===== config.mk =====
export PLATFORM = sky130hd
export DESIGN_NAME = spi_sd_master
export DESIGN_NICKNAME = d
export VERILOG_FILES = /design/src/rtl/spi_sd_master.sv
export SDC_FILE = /design/constraint.sdc
export NUM_CORES = 1
export LEC_CHECK = 0
export ABC_AREA = 1
export BUFFER_PORTS_ARGS = -buffer_cell sky130_fd_sc_hd__buf_2
export CORE_ASPECT_RATIO = 1.1
export CORE_MARGIN = 5
export CORE_UTILIZATION = 45
export CTS_BUF_LIST = sky130_fd_sc_hd__clkbuf_16
export DETAILED_ROUTE_END_ITERATION = 12
export HOLD_SLACK_MARGIN = 0.15
export PLACE_DENSITY = 0.67
export SYNTH_ARGS = -nofsm -noshare
export SYNTH_HDL_FRONTEND = slang
export SYNTH_SLANG_ARGS = --single-unit

===== constraint.sdc =====
create_clock -name clk_sys -period 5.8 [get_ports clk_sys]
set_clock_uncertainty 0.15 [all_clocks]
set_input_delay 0.58 -clock clk_sys [delete_from_list [all_inputs] [get_ports clk_sys]]
set_output_delay 0.58 -clock clk_sys [all_outputs]
set_load 0.02 [all_outputs]

===== src/rtl/spi_sd_master.sv =====
// SPI mode-0 byte master for the SD-card path. It is driven by single-cycle CPU port strobes
// and holds a one-deep pending request plus a deferred chip-select write while a transfer runs.
module spi_sd_master #(
  parameter int unsigned CLK_DIV = 2
) (
  input  logic       clk_sys,
  input  logic       reset_n,
  input  logic       cs_wr,
  input  logic       data_wr,
  input  logic       data_rd,
  input  logic [7:0] din,
  output logic [7:0] dout,
  output logic       busy,
  output logic       sd_cs,
  output logic       sd_sck,
  output logic       sd_sdi,
  input  logic       sd_sdo
);

  // state | meaning
  // IDLE  | no transfer, SCK low, MOSI high
  // LOW   | SCK low half-period, current bit on MOSI
  // HIGH  | SCK high half-period, MISO sampled on entry
  typedef enum logic [1:0] {IDLE = 2'd0, LOW = 2'd1, HIGH = 2'd2} state_t;

  localparam logic [7:0] DIV_LAST = 8'(CLK_DIV - 1);

  state_t     state_q, state_d;
  logic [7:0] div_q, div_d;
  logic [2:0] bit_q, bit_d;
  logic [7:0] tx_q, tx_d;
  logic [7:0] rx_q, rx_d;
  logic [7:0] dout_q, dout_d;
  logic       cs_q, cs_d;
  logic       sck_q, sck_d;
  logic       sdi_q, sdi_d;
  logic       pend_q, pend_d;
  logic [7:0] pend_byte_q, pend_byte_d;
  logic       defer_v_q, defer_v_d;
  logic       defer_q, defer_d;

  logic       strobe;
  logic [7:0] strobe_byte;
  logic       phase_end;
  logic       done;
  logic       start;
  logic [7:0] start_byte;

  assign strobe      = data_wr | data_rd;
  assign strobe_byte = data_wr ? din : 8'hFF;

  always_ff @(posedge clk_sys or negedge reset_n) begin
    if (!reset_n) begin
      state_q     <= IDLE;
      div_q       <= 8'd0;
      bit_q       <= 3'd0;
      tx_q        <= 8'hFF;
      rx_q        <= 8'hFF;
      dout_q      <= 8'hFF;
      cs_q        <= 1'b1;
      sck_q       <= 1'b0;
      sdi_q       <= 1'b1;
      pend_q      <= 1'b0;
      pend_byte_q <= 8'hFF;
      defer_v_q   <= 1'b0;
      defer_q     <= 1'b1;
    end else begin
      state_q     <= state_d;
      div_q       <= div_d;
      bit_q       <= bit_d;
      tx_q        <= tx_d;
      rx_q        <= rx_d;
      dout_q      <= dout_d;
      cs_q        <= cs_d;
      sck_q       <= sck_d;
      sdi_q       <= sdi_d;
      pend_q      <= pend_d;
      pend_byte_q <= pend_byte_d;
      defer_v_q   <= defer_v_d;
      defer_q     <= defer_d;
    end
  end

  always_comb begin
    state_d     = state_q;
    div_d       = div_q;
    bit_d       = bit_q;
    tx_d        = tx_q;
    rx_d        = rx_q;
    dout_d      = dout_q;
    cs_d        = cs_q;
    sck_d       = sck_q;
    sdi_d       = sdi_q;
    pend_d      = pend_q;
    pend_byte_d = pend_byte_q;
    defer_v_d   = defer_v_q;
    defer_d     = defer_q;
    start       = 1'b0;
    start_byte  = strobe_byte;
    phase_end   = (div_q == DIV_LAST);
    done        = (state_q == HIGH) && phase_end && (bit_q == 3'd7);

    case (state_q)
      IDLE: begin
        if (cs_wr) cs_d = din[0];
        start = strobe;
      end
      LOW: begin
        if (phase_end) begin
          sck_d   = 1'b1;
          rx_d    = {rx_q[6:0], sd_sdo};
          div_d   = 8'd0;
          state_d = HIGH;
        end else begin
          div_d = div_q + 8'd1;
        end
      end
      HIGH: begin
        if (phase_end) begin
          sck_d = 1'b0;
          div_d = 8'd0;
          if (bit_q != 3'd7) begin
            bit_d   = bit_q + 3'd1;
            tx_d    = {tx_q[6:0], 1'b0};
            sdi_d   = tx_q[6];
            state_d = LOW;
          end else begin
            dout_d  = rx_q;
            sdi_d   = 1'b1;
            state_d = IDLE;
          end
        end else begin
          div_d = div_q + 8'd1;
        end
      end
      default: state_d = IDLE;
    endcase

    // Completion cycle: deferred CS lands first, then any queued byte starts without an idle gap.
    if (done) begin
      cs_d      = cs_wr ? din[0] : (defer_v_q ? defer_q : cs_q);
      defer_v_d = 1'b0;
      if (pend_q) begin
        start      = 1'b1;
        start_byte = pend_byte_q;
        pend_d     = 1'b0;
      end else begin
        start = strobe;
      end
    end else if (state_q != IDLE) begin
      if (cs_wr) begin
        defer_v_d = 1'b1;
        defer_d   = din[0];
      end
      if (strobe && !pend_q) begin
        pend_d      = 1'b1;
        pend_byte_d = strobe_byte;
      end
    end

    if (start) begin
      state_d = LOW;
      tx_d    = start_byte;
      sdi_d   = start_byte[7];
      sck_d   = 1'b0;
      div_d   = 8'd0;
      bit_d   = 3'd0;
    end
  end

  always_comb begin
    dout   = dout_q;
    busy   = (state_q != IDLE) || pend_q;
    sd_cs  = cs_q;
    sd_sck = sck_q;
    sd_sdi = sdi_q;
  end

endmodule


-- Word-level counts from Yosys, hierarchy flattened
Cells that the tools add are included.
Widths: inputs -> output; s select.
- ROM bits: 0
- memories kept: 0
- RAM bits: 0
- register bits after elaboration: 50
- bits in latches: 0
- bits of input ports: 14
- add/sub/neg operators: 2
- $mul: 0
- div/mod/pow operators: 0
- bitwise gates (word level): 3
- shift operators: 0
- order comparisons: 0
- muxes and demuxes: 41
- eq/ne operators: 8
- reduce and logical (&&, ||, !) cells: 29
- operators by type and width (kind ; number):
    $mux 8 ; 6
    $mux 7 ; 4
    $mux 1 ; 22
    $reduce_and 3->1 ; 7
    $reduce_bool 2->1 ; 10
    $mux 3 ; 4
    $ne 3x3->1 const B ; 3
    $add 8x1->8 const B ; 1
    $eq 8x1->1 const B ; 1
    $reduce_and 2->1 ; 4
    $mux 2 ; 3
    $pmux 2 s3 ; 1
    $add 3x1->3 const B ; 1
    $eq 3x3->1 const B ; 1
    $logic_and 1x1->1 ; 3
    $reduce_bool 3->1 ; 1
    $eq 2x1->1 const B ; 1
    $eq 2x2->1 const B ; 1
    $logic_not 2->1 ; 1
    $ne 2x2->1 const B ; 1
    $not 1->1 ; 2
    $pmux 1 s2 ; 1
    $reduce_or 2->1 ; 1
    $logic_not 1->1 ; 1
    other kinds (2) ; 2

-- Logic depth before layout (Yosys ltp)
Gate-level depths: netlist (run 1).
- depth in word-level cells: 6
- mapped depth: 12
- gate-level depth less buffers: 11

-- Worst setup path after synthesis (run 1)
OpenSTA, ideal clock, no wires.
- path type: reg-to-reg
- from: register bit_q[0]
- to: register state_q[0]
- cell stages (with the launch flop): 10
- required time: 5.525 ns
- data arrival time: 1.605 ns
- path slack: 3.920 ns
- clock period less this slack: 1.880 ns
- path through: dfrtp_1 -> ha_1 -> ha_1 -> nand2_1 -> clkinv_1 -> nand3_2 -> nand2_4 -> buf_6 -> o21ai_0 -> o21ai_1
- cells in the longest elaborated chain, start to end: 5
- ends and longest elaborated chain (element ; line ; text):
    from (decl) ; 30 ; logic [2:0] bit_q, bit_d;
    from (signal assigned) ; 70 ; bit_q <= bit_d;
    $ne 3x3->1 / $eq 3x3->1 (equally long branches) ; 122, 101 ;
    $mux 1 / $logic_and 1x1->1 (equally long branches) ; 122, 101 ;
    $mux 2 / $mux 1 (equally long branches) ; 119, 140 ;
    $pmux 2 s3 (tied with other cells) ; 103 ; case (state_q)
    $mux 2 / $reduce_and 3->1 (equally long branches) ; n/a ;
    to (signal assigned) ; 68 ; state_q <= state_d;
    to (decl) ; 28 ; state_t state_q, state_d;
Several ways; a longest one is shown, not always the timed one. The select of a mux whose other input is x is not followed.
A chain may end at the register's enable or synchronous reset.

-- Worst setup path in the final report (run 1)
- from: register bit_q[0]
- to: register pend_byte_q[4]
- cells in the longest elaborated chain, start to end: 4
- ends and longest elaborated chain (element ; line ; text):
    $eq 3x3->1 ; 101 ; done = (state_q == HIGH) && phase_end && (bit_q == 3'd7);
    $logic_and 1x1->1 ; 101 ;
    $not 1->1 (no line) ; n/a ;
    $reduce_and 3->1 (no line) ; n/a ;
    to (signal assigned) ; 78 ; pend_byte_q <= pend_byte_d;
    to (decl) ; 38 ; logic [7:0] pend_byte_q, pend_byte_d;
No other way between the ends.

==> flow_summary.json, run 1 <==
{
  "yosys_register_bits": 50,
  "crit_buf_inv": 1,
  "cp_cell_sequence": "ha_1, ha_1, nand2_1, clkinv_1, nand3_2, nand2_1, nor2_4, nand2_1, nand2_1",
  "crit_type": "flip-flop to flip-flop",
  "syn_inst": 369,
  "final_util_pct": 51.4,
  "p_leak_nw": 1.68,
  "worstPathArrival_ns": 2.57,
  "layout_min_cycle_time_ns": 2.49,
  "drtPass1Iterations": 4,
  "antenna_found_initial": 0,
  "vias_per_cell": 4.76,
  "grt_pass1_vias": 2128,
  "dieArea_um2": 8030,
  "drive_above_1_share_pct": 22.6,
  "crit_slowest_cell": "nand3_2",
  "gr-total-overflow": 0,
  "vdd_drop_max_mv": 0.253,
  "clk_pin_slew_worst_paths_ns": 0.07,
  "reg2reg_slack_ns": 3.31,
  "synth_flop_cell": "dfstp_2",
  "hold_buffers": 0,
  "grt_max_degree": 51,
  "design_area_um2": 3160,
  "synth_edf_count": 0,
  "cts_resized": 0,
  "critPathTopFamily": "simple AND/OR/NAND/NOR gates",
  "port_buffers": 25,
  "seq_area_frac_synth_pct": 45.4,
  "power_density_nw_per_um2": 478,
  "critPathLaunchType": "flip-flop",
  "cts_max_path_buffers": 2,
  "placed_area_um2": 3010,
  "multi_input_area_um2": 1340,
  "dpl.hpwl_um": 4030,
  "die_w_um": 85.9,
  "drv_slew": 0,
  "wl_per_cell_um": 11.8,
  "fin_crit_sh_pct": 42.9,
  "worstMarginPinSlew_ns": 0.619,
  "yosysTopAreaCellShare_pct": 31.3,
  "synth.distinct_cells": 32,
  "rsz0062_at_grt": "no",
  "synth-warning-count": 0,
  "dr.first_iter.drc_count": 165,
  "crit_fanout": 24,
  "area_growth_pct": 11.0,
  "syn_area_per_cell_um2": 7.72,
  "gp_congestion": 0.879,
  "crit_top_cell": "nand2_1",
  "htreeDepth": 2,
  "synth_top_area_cell": "dfstp_2",
  "numCtsBuffers": 5,
  "grt_pass1_wl_um": 9740,
  "fill_cells": 606,
  "cp-end-kind": "flip-flop",
  "outcome": "finished clean",
  "maxCapViolations": 0,
  "regArea_um2": 1290,
  "netlist_area_um2": 2850,
  "netlist_top_cells_area": "dfstp_2 31%, nand2_1 21%, dfrtp_1 14%",
  "route.detailed.drc": 0,
  "setup_tns_ns": 0,
  "num_vias": 2253,
  "core-area_um2": 6160,
  "setup_violations": 0,
  "ioPinCount": 26,
  "cp_slowest_stage_delay_ns": 0.41,
  "min_path_type": "input port to asynchronous set/reset pin",
  "insertion_delay_ns": 0.29,
  "critPathRequiredTime_ns": 5.89,
  "nets": 415,
  "synth.net_count": 392,
  "slew_headroom_pct": 58.7,
  "grtUsageTotal_pct": 15.1,
  "numClockSinks": 50,
  "fmax_mhz": 402,
  "root_buffer": "clkbuf_16",
  "drt-total-wl_um": 5590,
  "async_flop_share_pct": 100,
  "rr_worst_depth": 9,
  "reg2reg_from": "bit_q[0]",
  "rows": 30,
  "cts_tree": "done",
  "drtAntennaViolNets": 0,
  "start_util_pct": 46.3,
  "diodes": 0,
  "r2r_end": "pend_byte_q[4]",
  "total_power_mw": 1.51,
  "die_h_um": 93.5,
  "hold_viol_final": 0,
  "post-cts-setup-buffers": 0
}
-- state kept, by name (all words and copies together), names as in the netlist --
signal / flops
bit_q: 3
div_q: 8
sd_sck: 1
sd_sdi: 1
pend_byte_q: 8
state_q: 2
defer_q: 1
defer_v_q: 1
sd_cs: 1
tx_q: 7
dout: 8
pend_q: 1
rx_q: 8
-- how the worst max path moves through the flow --
stage,startpoint,to,slack (ns),cells past startpoint
final,bit_q[0],pend_byte_q[4],3.31,9
after global routing,bit_q[0],pend_byte_q[5],3.03,9
after CTS,bit_q[0],pend_byte_q[4],3.30,9
after detailed placement,bit_q[0],pend_byte_q[0],3.30,9
after global placement,bit_q[0],pend_byte_q[5],3.38,9
after floorplan,bit_q[0],state_q[0],3.92,9
-- layout make-up --
class / count / share of cell area [%]
tap: 80 / 3.16
inverter: 39 / 4.63
sequential: 50 / 40.9
timing repair buffer: 26 / 4.19
multi-input combinational: 270 / 42.2
clock inverter: 3 / 0.910
clock buffer: 5 / 3.96
-- metal layers --
layer / track usage (%) / up-vias / routed length [um]
li1: - / 1193 / -
met1: 20.4 / 1019 / 2780
met2: 22.8 / 29 / 2530
met3: 3.17 / 12 / 160
met4: 7.52 / 0 / 122
met5: 0 / - / 0
-- metrics by stage --
step | setup WS [ns] | hold slack, ns | cells
finish | 3.31 | 0.247 | 473
global route | 3.03 | 0.300 | 473
CTS | 3.30 | 0.259 | 473
detailed placement | 3.30 | 0.304 | 465
global placement | 3.38 | 0.301 | 465
floorplan | 3.92 | 0.134 | 369
-- cells by family after synthesis --
kind of cell | after synthesis | share of synthesized area, %
buffers and inverters | 49 | 7.73
AO/OA/AOI/OAI | 31 | 6.41
multiplexers | 6 | 3.03
XOR/XNOR | 4 | 1.23
adder cells (fa/ha/maj) | 9 | 3.95
AND/OR/NAND/NOR | 220 | 32.3
flip-flops | 50 | 45.4
-- placed cells by master, fill, tap and decap left out, types with 2 or more instances in the layout --
cell / n
inv_1: 35
a21oi_1: 2
inv_2: 3
o21ai_1: 7
dfstp_2: 34
nor2_1: 19
clkbuf_16: 5
xor2_1: 4
nor2_2: 3
nand3b_1: 2
ha_1: 9
nand4_1: 2
o21ai_0: 18
nand2_4: 2
nand3_2: 2
mux2_4: 5
dfrtp_1: 16
nand2_1: 162
buf_2: 25
nand3_1: 23
-- cells in the mapped netlist (2+ instances only) --
library cell,number
nand2_1,162
inv_1,35
dfstp_2,34
nand3_1,23
nor2_1,19
o21ai_0,18
dfrtp_1,16
ha_1,9
o21ai_1,7
buf_2,5
mux2_4,5
xor2_1,4
buf_6,3
inv_2,3
nor2_2,3
a21oi_1,2
buf_4,2
nand2_4,2
nand3_2,2
nand3b_1,2
nand4_1,2
-- power breakdown --
part           switching [mW]  leakage (nW)  internal, mW
logic                   0.382          1.04         0.220
clock network           0.137        0.0763         0.165
registers              0.0805         0.558         0.527
total                   0.599          1.68         0.913
Note: power is estimated with default switching activity, not from simulation.
==> inputs of run 2 (changes only) <==
==> constraint.sdc (replaced) <==
create_clock -name clk_sys -period 2.5 [get_ports clk_sys]
set_clock_uncertainty 0.15 [all_clocks]
set_input_delay 0.25 -clock clk_sys [delete_from_list [all_inputs] [get_ports clk_sys]]
set_output_delay 0.25 -clock clk_sys [all_outputs]
set_load 0.02 [all_outputs]
==> flow_summary.json, run 2 (synthesis gave the netlist of run 1 again) <==
{
  "core-area_um2": 6160,
  "combinationalPowerShare_pct": 40.4,
  "critPathLaunchType": "flip-flop",
  "min_path_type": "input port to flip-flop",
  "numClockSinks": 50,
  "drtAntennaViolNets": 0,
  "grt_pass1_vias": 2260,
  "crit_top_cell": "nand2_1",
  "cts_resized": 0,
  "fill_cells": 599,
  "dieArea_um2": 8030,
  "crit_fanout": 12,
  "worstPathArrival_ns": 2.30,
  "vias_per_cell": 4.79,
  "drt-total-wl_um": 5710,
  "num_vias": 2311,
  "crit_slowest_cell": "dfrtp_1",
  "die_w_um": 85.9,
  "slew_headroom_pct": 52.7,
  "clkPwrFrac_pct": 19.8,
  "multi_input_area_um2": 1340,
  "post-cts-setup-buffers": 0,
  "vdd_drop_max_mv": 0.586,
  "clk_pin_slew_worst_paths_ns": 0.07,
  "port_buffers": 25,
  "gp_congestion": 0.823,
  "cts_max_path_buffers": 2,
  "critPathRequiredTime_ns": 2.59,
  "dr.first_iter.drc_count": 96,
  "power_switching_mw": 1.41,
  "outcome": "finished clean",
  "crit_type": "flip-flop to flip-flop",
  "wl_per_cell_um": 11.8,
  "die_h_um": 93.5,
  "drive_above_1_share_pct": 23.4,
  "drtPass1Iterations": 4,
  "regArea_um2": 1290,
  "cp-end-kind": "flip-flop",
  "route.detailed.drc": 0,
  "numCtsBuffers": 5,
  "hold_buffers": 4,
  "crit_buf_inv": 1,
  "htreeDepth": 2,
  "fmax_mhz": 452,
  "p_leak_nw": 1.71,
  "power_density_nw_per_um2": 1100,
  "critPathTopFamily": "simple AND/OR/NAND/NOR gates",
  "diodes": 0,
  "cp_cell_sequence": "ha_1, ha_1, nand2_1, clkinv_1, nand3_2, nand2_1, nor2_4, nand2_1, nand2_1",
  "insertion_delay_ns": 0.29,
  "gr-total-overflow": 0,
  "root_buffer": "clkbuf_16",
  "mostFrequentLayoutCells": "162 x nand2_1, 35 x inv_1, 34 x dfstp_2",
  "hold_viol_final": 0,
  "swShare_pct": 39.7,
  "drv_slew": 0,
  "grtUsageTotal_pct": 15.2,
  "ioPinCount": 26,
  "final_common_cell": "nand2_1",
  "placed_area_um2": 3050,
  "design_area_um2": 3240,
  "layout_min_cycle_time_ns": 2.21,
  "fin_crit_sh_pct": 88.5,
  "grt_pass1_wl_um": 9850,
  "maxCapViolations": 0,
  "worstMarginPinSlew_ns": 0.709,
  "antenna_found_initial": 0,
  "grt_max_degree": 33,
  "power_frac_seq_pct": 39.8,
  "area_growth_pct": 13.6,
  "start_util_pct": 46.3,
  "dpl.hpwl_um": 4220,
  "nets": 424,
  "rsz0062_at_grt": "no",
  "cp_slowest_stage_delay_ns": 0.39,
  "setup_violations": 0,
  "setup_tns_ns": 0,
  "p_int_mw": 2.14,
  "cts_tree": "done",
  "rows": 30
}
==> run 2: final timing paths <==
path	startpoint	to	slack, ns	cells past startpoint
max in group asynchronous	reset_n	rx_q[2]	1.08	3
min reg2reg	rx_q[0]	dout[0]	0.31	2
max	bit_q[0]	pend_byte_q[6]	0.29	9
min	din[7]	pend_byte_q[7]	0.14	5
max reg2reg	bit_q[0]	pend_byte_q[6]	0.29	9
min in group asynchronous	reset_n	pend_q	0.39	2
==> run 2: power groups by stage <==
| stage | clock [mW] | sequential (mW) | combinational, mW |
|---|---|---|---|
| 4_1_cts | 0.721 | 1.41 | 1.45 |
| 3_3_place_gp | 0 | 1.42 | 1.41 |
| 5_1_grt | 0.758 | 1.45 | 1.65 |
| 2_1_floorplan | 0 | 1.40 | 1.16 |
| 3_5_place_dp | 0 | 1.42 | 1.44 |
| 6_report | 0.701 | 1.41 | 1.43 |
==> run 2: stage by stage <==
step / utilization [%] / hold slack [ns] / instances / power, mW / setup slack (ns)
4_1_cts: 52.6 / 0.150 / 482 / 3.58 / 0.285
3_3_place_gp: 49.5 / 0.197 / 470 / 2.83 / 0.326
2_1_floorplan: - / -0.196 / 369 / 2.56 / 0.620
5_1_grt: 52.6 / 0.160 / 482 / 3.86 / 0.0563
6_report: 52.6 / 0.144 / 482 / 3.55 / 0.287
3_5_place_dp: 49.5 / 0.195 / 470 / 2.85 / 0.301
==> run 2: area by class of cell <==
class | count | area share [%]
multi-input combinational | 270 | 41.3
sequential | 50 | 40.0
timing repair buffer | 35 | 6.49
inverter | 39 | 4.52
clock buffer | 5 | 3.86
tap | 80 | 3.09
clock inverter | 3 | 0.811
==> run 2: worst register-to-register path: cells and delay by family (launching register included) <==
family        cells  cell delay, ns
simple gates      6            0.99
flops             1            0.39
fa+ha+maj         2            0.42
buf+inv           1            0.22
==> run 2: metal layers <==
metal | GRT usage (%) | wire [um] | part of all wire, % | vias up
met5 | 0 | 0 | 0 | -
li1 | - | - | - | 1209
met3 | 3.00 | 232 | 4.1 | 13
met1 | 18.9 | 2630 | 46 | 1046
met4 | 6.60 | 112 | 2.0 | 0
met2 | 25.3 | 2740 | 48 | 43
